--- src/rtl/pipeline_ctrl.sv ---
// Pipeline hazard/stall controller: load-use stalls, data-memory wait freezes,
// taken-branch flushes and an end-of-run drain, with a saturating stall counter.
module pipeline_ctrl #(
   parameter int unsigned DRAIN_CYCLES = 3
) (
   input  logic        clk_i,
   input  logic        rst_i,
   input  logic        start_i,
   input  logic        idex_memread_i,
   input  logic [4:0]  idex_rdaddr_i,
   input  logic [4:0]  ifid_rs1addr_i,
   input  logic [4:0]  ifid_rs2addr_i,
   input  logic        branch_taken_i,
   input  logic        exmem_memaccess_i,
   input  logic        dmem_ack_i,
   output logic        pc_write_o,
   output logic        ifid_write_o,
   output logic        ifid_flush_o,
   output logic        idex_write_o,
   output logic        idex_bubble_o,
   output logic        exmem_write_o,
   output logic        memwb_write_o,
   output logic        dmem_req_o,
   output logic [1:0]  state_o,
   output logic [15:0] stall_cnt_o
);

   localparam int unsigned CNT_W   = (DRAIN_CYCLES < 2) ? 1 : $clog2(DRAIN_CYCLES + 1);
   localparam int unsigned STALL_W = 16;

   typedef enum logic [1:0] {
      IDLE    = 2'd0,
      RUN     = 2'd1,
      MEMWAIT = 2'd2,
      DRAIN   = 2'd3
   } state_t;

   state_t             state, state_nxt;
   logic [CNT_W-1:0]   drain_cnt, drain_cnt_nxt;
   logic [STALL_W-1:0] stall_cnt;
   logic               stall_c;
   logic               memwait_c;
   logic               loaduse_c;

   // Hazard detection terms
   assign memwait_c = exmem_memaccess_i & ~dmem_ack_i;
   assign loaduse_c = idex_memread_i & (idex_rdaddr_i != 5'd0) &
                      ((idex_rdaddr_i == ifid_rs1addr_i) | (idex_rdaddr_i == ifid_rs2addr_i));

   assign state_o     = state;
   assign stall_cnt_o = stall_cnt;

   // State, drain counter and saturating stall counter registers
   always_ff @(posedge clk_i) begin
      if (rst_i) begin
         state     <= IDLE;
         drain_cnt <= '0;
         stall_cnt <= '0;
      end else begin
         state     <= state_nxt;
         drain_cnt <= drain_cnt_nxt;
         if (stall_c && (stall_cnt != {STALL_W{1'b1}}))
            stall_cnt <= stall_cnt + STALL_W'(1);
      end
   end

   // Next-state and pipeline enable decode
   always_comb begin
      state_nxt     = state;
      drain_cnt_nxt = drain_cnt;
      stall_c       = 1'b0;
      pc_write_o    = 1'b0;
      ifid_write_o  = 1'b0;
      ifid_flush_o  = 1'b0;
      idex_write_o  = 1'b0;
      idex_bubble_o = 1'b0;
      exmem_write_o = 1'b0;
      memwb_write_o = 1'b0;
      dmem_req_o    = 1'b0;

      unique case (state)
         IDLE: begin
            if (start_i)
               state_nxt = RUN;
         end

         RUN: begin
            if (memwait_c) begin
               // Full freeze while the data memory is busy
               dmem_req_o = 1'b1;
               stall_c    = 1'b1;
               state_nxt  = MEMWAIT;
            end else begin
               pc_write_o    = 1'b1;
               ifid_write_o  = 1'b1;
               idex_write_o  = 1'b1;
               exmem_write_o = 1'b1;
               memwb_write_o = 1'b1;
               if (loaduse_c) begin
                  // Hold PC and IF/ID one cycle, inject a bubble; a branch re-evaluates next cycle
                  pc_write_o    = 1'b0;
                  ifid_write_o  = 1'b0;
                  idex_bubble_o = 1'b1;
                  stall_c       = 1'b1;
               end else if (branch_taken_i) begin
                  ifid_flush_o = 1'b1;
               end
               if (!start_i) begin
                  state_nxt     = DRAIN;
                  drain_cnt_nxt = CNT_W'(DRAIN_CYCLES);
               end
            end
         end

         MEMWAIT: begin
            dmem_req_o = 1'b1;
            if (!dmem_ack_i) begin
               stall_c = 1'b1;
            end else begin
               pc_write_o    = 1'b1;
               ifid_write_o  = 1'b1;
               idex_write_o  = 1'b1;
               exmem_write_o = 1'b1;
               memwb_write_o = 1'b1;
               if (start_i) begin
                  state_nxt = RUN;
               end else begin
                  state_nxt     = DRAIN;
                  drain_cnt_nxt = CNT_W'(DRAIN_CYCLES);
               end
            end
         end

         DRAIN: begin
            if (memwait_c) begin
               dmem_req_o = 1'b1;
               stall_c    = 1'b1;
               state_nxt  = MEMWAIT;
            end else begin
               // Stop fetching and flush IF/ID while older instructions retire
               ifid_write_o  = 1'b1;
               ifid_flush_o  = 1'b1;
               idex_write_o  = 1'b1;
               exmem_write_o = 1'b1;
               memwb_write_o = 1'b1;
               if (drain_cnt <= CNT_W'(1)) begin
                  state_nxt     = IDLE;
                  drain_cnt_nxt = '0;
               end else begin
                  drain_cnt_nxt = drain_cnt - CNT_W'(1);
               end
            end
         end

         default: state_nxt = IDLE;
      endcase
   end

endmodule

--- config.mk ---
export PLATFORM = sky130hd
export DESIGN_NAME = pipeline_ctrl
export DESIGN_NICKNAME = d
export VERILOG_FILES = /design/src/rtl/pipeline_ctrl.sv
export SDC_FILE = /design/constraint.sdc
export NUM_CORES = 1
export LEC_CHECK = 0
export CORE_UTILIZATION = 49
export DETAILED_ROUTE_END_ITERATION = 8
export GPL_ROUTABILITY_DRIVEN = 0
export PLACE_DENSITY_LB_ADDON = 0.15
export SLEW_MARGIN = 10
export SYNTH_ARGS = -nofsm -noshare
export SYNTH_HDL_FRONTEND = slang
export SYNTH_SLANG_ARGS = --single-unit
--- constraint.sdc ---
create_clock -name clk_i -period 3 [get_ports clk_i]
set_input_delay 0.3 -clock clk_i [delete_from_list [all_inputs] [get_ports clk_i]]
set_output_delay 0.3 -clock clk_i [all_outputs]
set_load 0.05 [all_outputs]
# Word level (Yosys, flattened, before mapping)
# Cells that the tools add are included.
dict set report op_classes {
  bitwise 5
  n_reduce_logical 7
  n_eq_ne 12
  addsub 2
  n_lt_le_gt_ge 1
  n_mux 33
}
# cell count
set op_table {}
lappend op_table {{two-way mux 2 bit} 12}
lappend op_table {{adder 16 x 1 -> 16 bit, second input constant} 1}
lappend op_table {{inequality test 16 bit, second input constant} 1}
lappend op_table {{two-way mux 1 bit} 13}
lappend op_table {{equality test 5 bit} 2}
lappend op_table {{inequality test 2 bit, second input constant} 4}
lappend op_table {{one-hot mux 1 bit (2 select lines)} 4}
lappend op_table {{one-hot mux 2 bit (4 select lines)} 1}
lappend op_table {{AND reduction 4 bit} 2}
lappend op_table {{inequality test 3 bit, second input constant} 2}
lappend op_table {{one-hot mux 1 bit (3 select lines)} 2}
lappend op_table {{one-hot mux 2 bit (3 select lines)} 1}
lappend op_table {{nonzero test 5 bit} 1}
lappend op_table {{equality test 2 bit, second input constant} 2}
lappend op_table {{AND 1 bit} 3}
lappend op_table {{nonzero test 3 bit} 1}
lappend op_table {{equality test 2 x 1 -> 1 bit, second input constant} 1}
lappend op_table {{less-or-equal comparator 2 x 1 -> 1 bit, second input constant} 1}
lappend op_table {{zero test 2 bit} 1}
lappend op_table {{OR reduction 2 bit} 1}
lappend op_table {{subtractor 2 x 1 -> 2 bit, second input constant} 1}
lappend op_table {{logical AND 1 bit} 1}
lappend op_table {{NOT 1 bit} 1}
lappend op_table {{OR 1 bit} 1}
dict set report totals {
  reg_bits 20
  out_inout_bits 26
  wordCells 63
  input_bits 22
}

# Depth between registers and ports, before layout
dict set report depth {
  ltp_word 7
  depth_mapped 9
  ltp_nobuf 8
}

# Worst setup path after synthesis
# No wires, ideal clock.
dict set report synth_path {
  path_type {register to output}
  start {reg state[0] (netlist: state_o[0])}
  end {out idex_write_o}
  t_arrival_ns 2.384
  path_buffers 1
  stages_incl_launch_ff 5
  path_slack_ns 0.316
  required_time_ns 2.700
  cell_sequence {dfxtp_1 -> inv_1 -> ha_1 -> a21oi_1 -> buf_4}
}
dict set report synth_via {
  elab_chain_len 3
  word_cells_on_any_way 5
  classes_between {eq/ne (3); mux (1); reduce/logical (1)}
}
# item line
set synth_lines {}
lappend synth_lines {{start, declared} 38} ;# state_t state, state_nxt;
lappend synth_lines {{start signal, assigned} 60} ;# state <= state_nxt;
lappend synth_lines {{equality test 2 bit / equality test 2 x 1 -> 1 bit (equally long branches)} --}
lappend synth_lines {{OR reduction 2 bit (no line)} --}
lappend synth_lines {{one-hot mux 1 bit (2 select lines) (*)} --}
lappend synth_lines {{end, declared} 19} ;# output logic idex_write_o,
# Every way passes the cells marked *; elsewhere a longest branch is shown, timed or not.

# Worst setup path after layout
dict set report layout_path {
  start {in idex_rdaddr_i[3]}
  end {out idex_bubble_o}
}
dict set report layout_via {
  elab_chain_len 6
  word_cells_on_any_way 9
  classes_between {eq/ne (2); mux (3); bitwise (3); reduce/logical (1)}
}
# item line
set layout_lines {}
lappend layout_lines {{start, declared} 10} ;# input logic [4:0] idex_rdaddr_i,
lappend layout_lines {{equality test 5 bit / nonzero test 5 bit (equally long branches)} {48, 47}}
lappend layout_lines {{OR 1 bit / AND 1 bit (equally long branches)} {48, 47}}
lappend layout_lines {{AND 1 bit (*)} 47} ;# assign loaduse_c = idex_memread_i & (idex_rdaddr_i != 5'd0) &
lappend layout_lines {{two-way mux 1 bit (*)} 99} ;# if (loaduse_c) begin
lappend layout_lines {{two-way mux 1 bit (*)} 88} ;# if (memwait_c) begin
lappend layout_lines {{two-way mux 1 bit (*)} 81} ;# unique case (state)
lappend layout_lines {{end, declared} 20} ;# output logic idex_bubble_o,
# Marks and branches as above.

==> flow_summary.toml <==
[route]
routed_wl_mm = 3.658
drt-initial-drc-count = 70
wire_per_inst_um = 14.52
drc = 0
vias = 1531
firstDrtPassIters = 4
drt-vias-per-instance = 6.075
antenna_left = 0

[critical_path]
cp.arrival_ps = 2460
path_max_fanout = 3
rrSetupSlack_ps = 720
r2r-start = "state_o[0]"
worstPathRequired_ps = 2700
cp-start-kind = "input pin"
startpoint = "idex_rdaddr_i[3]"
crit_type = "input pin to primary output"
r2r_end = "stall_cnt_o[5]"
reg2reg_depth = 7
crit_path_end = "idex_bubble_o"
cp-end-kind = "primary output"

[placed_design]
dp_hpwl_mm = 2.849
io_buffers = 47
place_inst = 249
dpl-instance-area_sq_um = 1933

[clocking]
h-tree-depth = 1
clock_latency_ps = 290
cts.hold.buffers_added = 0
ctsResizeCount = 0
cts_sinks = 20
path_clk_slew_ps = 110
cts_tree = "built"
cts_root_buf = "clkbuf_4"
clockBufferDepth = 2
post-cts-setup-buffer-count = 0
numCtsBuffers = 3

[layout]
finalNetCount = 251
area_delta_synth_final_pct = 37.35
final_area_sq_um = 1956
fillers = 233
finalNonFillerCells = 252
drive_gt1_frac = 0.07240
insertedDiodeCount = 0

[global_routing]
grt_overflow = 0
grt.total_usage = 0.2364
antenna_found_initial = 0
grt_pass1_vias = 1478
grt_max_degree = 17
grt_pass1_wl_mm = 6.037

[worst_hold_path]
hp-class = "register to register"
worstHoldPathCells = 2

[sta]
fin_tns_setup_ps = 0
finalHoldViolations = 0
hold_slack_ps = 504.2
report.final.slew_viol_count = 0
fmax_ghz = 0.3622
slew-limit-headroom = 0.6485
period_share = 0.9204
rsz0062_at_grt = "no"
period_minus_slack_ps = 2761
finalSetupViolations = 0
tightest_slew_ps = 525.6
skew_ps = 0.5068

[yosys]
post_synth.cell_area_avg_sq_um = 8.044
yosysWarnings = 0
yosysTopAreaCellShare = 0.2812
synth.largest_area_cell = "dfxtp_1"
ys.flop_type = "dfxtp_1"
synthArstFlopShare = 0
synth_edf_count = 0
synth_top_cells_by_count = "dfxtp_1, a21oi_1, nor2_1"
yosysMostFrequentCell = "dfxtp_1"
ys_types = 40
netlist_instances = 177
synth_seq_area_share = 0.2812
syn_area_sq_um = 1424
ys_ff_latch = 20
syn_nets = 205
ys_top_cells_by_area = "dfxtp_1, xnor2_1, a21oi_1, ha_1, o31ai_1"

[pwr]
p_leak_nw = 0.6621
power_density_nw_per_um2 = 453.0
ir_worst_vdd_mv = 0.4781

[floorplan]
io_pins = 48
dieArea_sq_um = 3125
core_region_area_sq_um = 2758
die_w_um = 55.91
die_h_um = 55.91
rows = 19
initial_utilization = 0.5163

[run]
max-cap-violations = 0

[run_status]
status = "finished clean"
[layout make-up]
type	instances	area [sq um]	area share
repair buffers	50	523.0	0.2674
inverters	7	26.28	0.01344
well taps	31	38.79	0.01983
clock buffers	3	22.52	0.01152
multi-input cells	141	944.7	0.4830
flip-flops and latches	20	400.4	0.2047
[where the power goes]
group / total, mW / internal, mW / switching, mW
clock: 0.124 / 0.0467 / 0.0771
sequential: 0.305 / 0.283 / 0.0220
combinational: 0.458 / 0.186 / 0.272
total: 0.886 / 0.515 / 0.371
[critical path, stage by stage]
cell,delay (ps)
clkdlybuf4s50_1,460
or4_1,570
o21ai_2,190
nand2b_1,180
nor2_1,60
clkdlybuf4s50_1,690
[flip-flops by register name (all words and copies together), names as in the netlist]
register     count
state_o          2
stall_cnt_o     16
drain_cnt        2
[per-stage QoR]
stage | setup WS [ps] | total power [mW] | utilization
6_report | 238.8 | 0.8860 | 0.7092
3_5_place_dp | 232.8 | 0.7668 | 0.7010
2_1_floorplan | 316.3 | 0.6144 | -
4_1_cts | 223.2 | 0.8909 | 0.7092
5_1_grt | 166.9 | 0.9313 | 0.7092
3_3_place_gp | 281.8 | 0.7506 | 0.7010
[layer usage]
metal  track usage  up-vias  share of wire
li1              -      738              -
met1        0.2628      703           0.40
met2        0.4286       80           0.51
met3       0.04186       10          0.070
met4        0.1220        0          0.019
met5             0        -              0
[worst min path at each step]
stage | startpoint | end | slack [ps]
2_1_floorplan | rst_i | stall_cnt_o[12] | 470
3_5_place_dp | stall_cnt_o[15] | stall_cnt_o[15] | 490
5_1_grt | stall_cnt_o[15] | stall_cnt_o[15] | 520
6_report | stall_cnt_o[15] | stall_cnt_o[15] | 500
4_1_cts | stall_cnt_o[15] | stall_cnt_o[15] | 510
3_3_place_gp | stall_cnt_o[15] | stall_cnt_o[15] | 480
[cell usage in the layout, fill, tap and decap left out, types with 2 or more instances in the layout]
| cell | instances |
|---|---|
| nor2b_1 | 7 |
| nand3_1 | 10 |
| nand4_1 | 3 |
| o21ai_0 | 4 |
| nor2_1 | 12 |
| o21a_1 | 3 |
| nor3_1 | 3 |
| nor3_2 | 2 |
| and4_1 | 2 |
| clkbuf_4 | 3 |
| mux2_1 | 3 |
| clkdlybuf4s50_1 | 44 |
| inv_1 | 7 |
| buf_4 | 3 |
| o21bai_1 | 2 |
| a22oi_1 | 2 |
| mux2i_1 | 2 |
| nand2_1 | 11 |
| ha_1 | 6 |
| and2_1 | 2 |
| o21ai_1 | 4 |
| dfxtp_1 | 20 |
| a21oi_1 | 16 |
| or4_1 | 9 |
| nor4_1 | 3 |
| nand2b_1 | 3 |
| o31ai_1 | 9 |
| buf_12 | 3 |
| xnor2_1 | 10 |
| or3_1 | 3 |
[kinds of logic (layout without fill, tap and decap cells)]
family / after synthesis / in the layout / share of synthesized area
AO/OA/AOI/OAI: 45 / 45 / 0.2074
XOR/XNOR: 10 / 10 / 0.06151
adder cells (fa/ha/maj): 6 / 6 / 0.05272
buffers and inverters: 16 / 60 / 0.05536
flip-flops: 20 / 20 / 0.2812
multiplexers: 6 / 6 / 0.04833
AND/OR/NAND/NOR: 74 / 74 / 0.2935
Note: power is estimated with default switching activity, not from simulation.
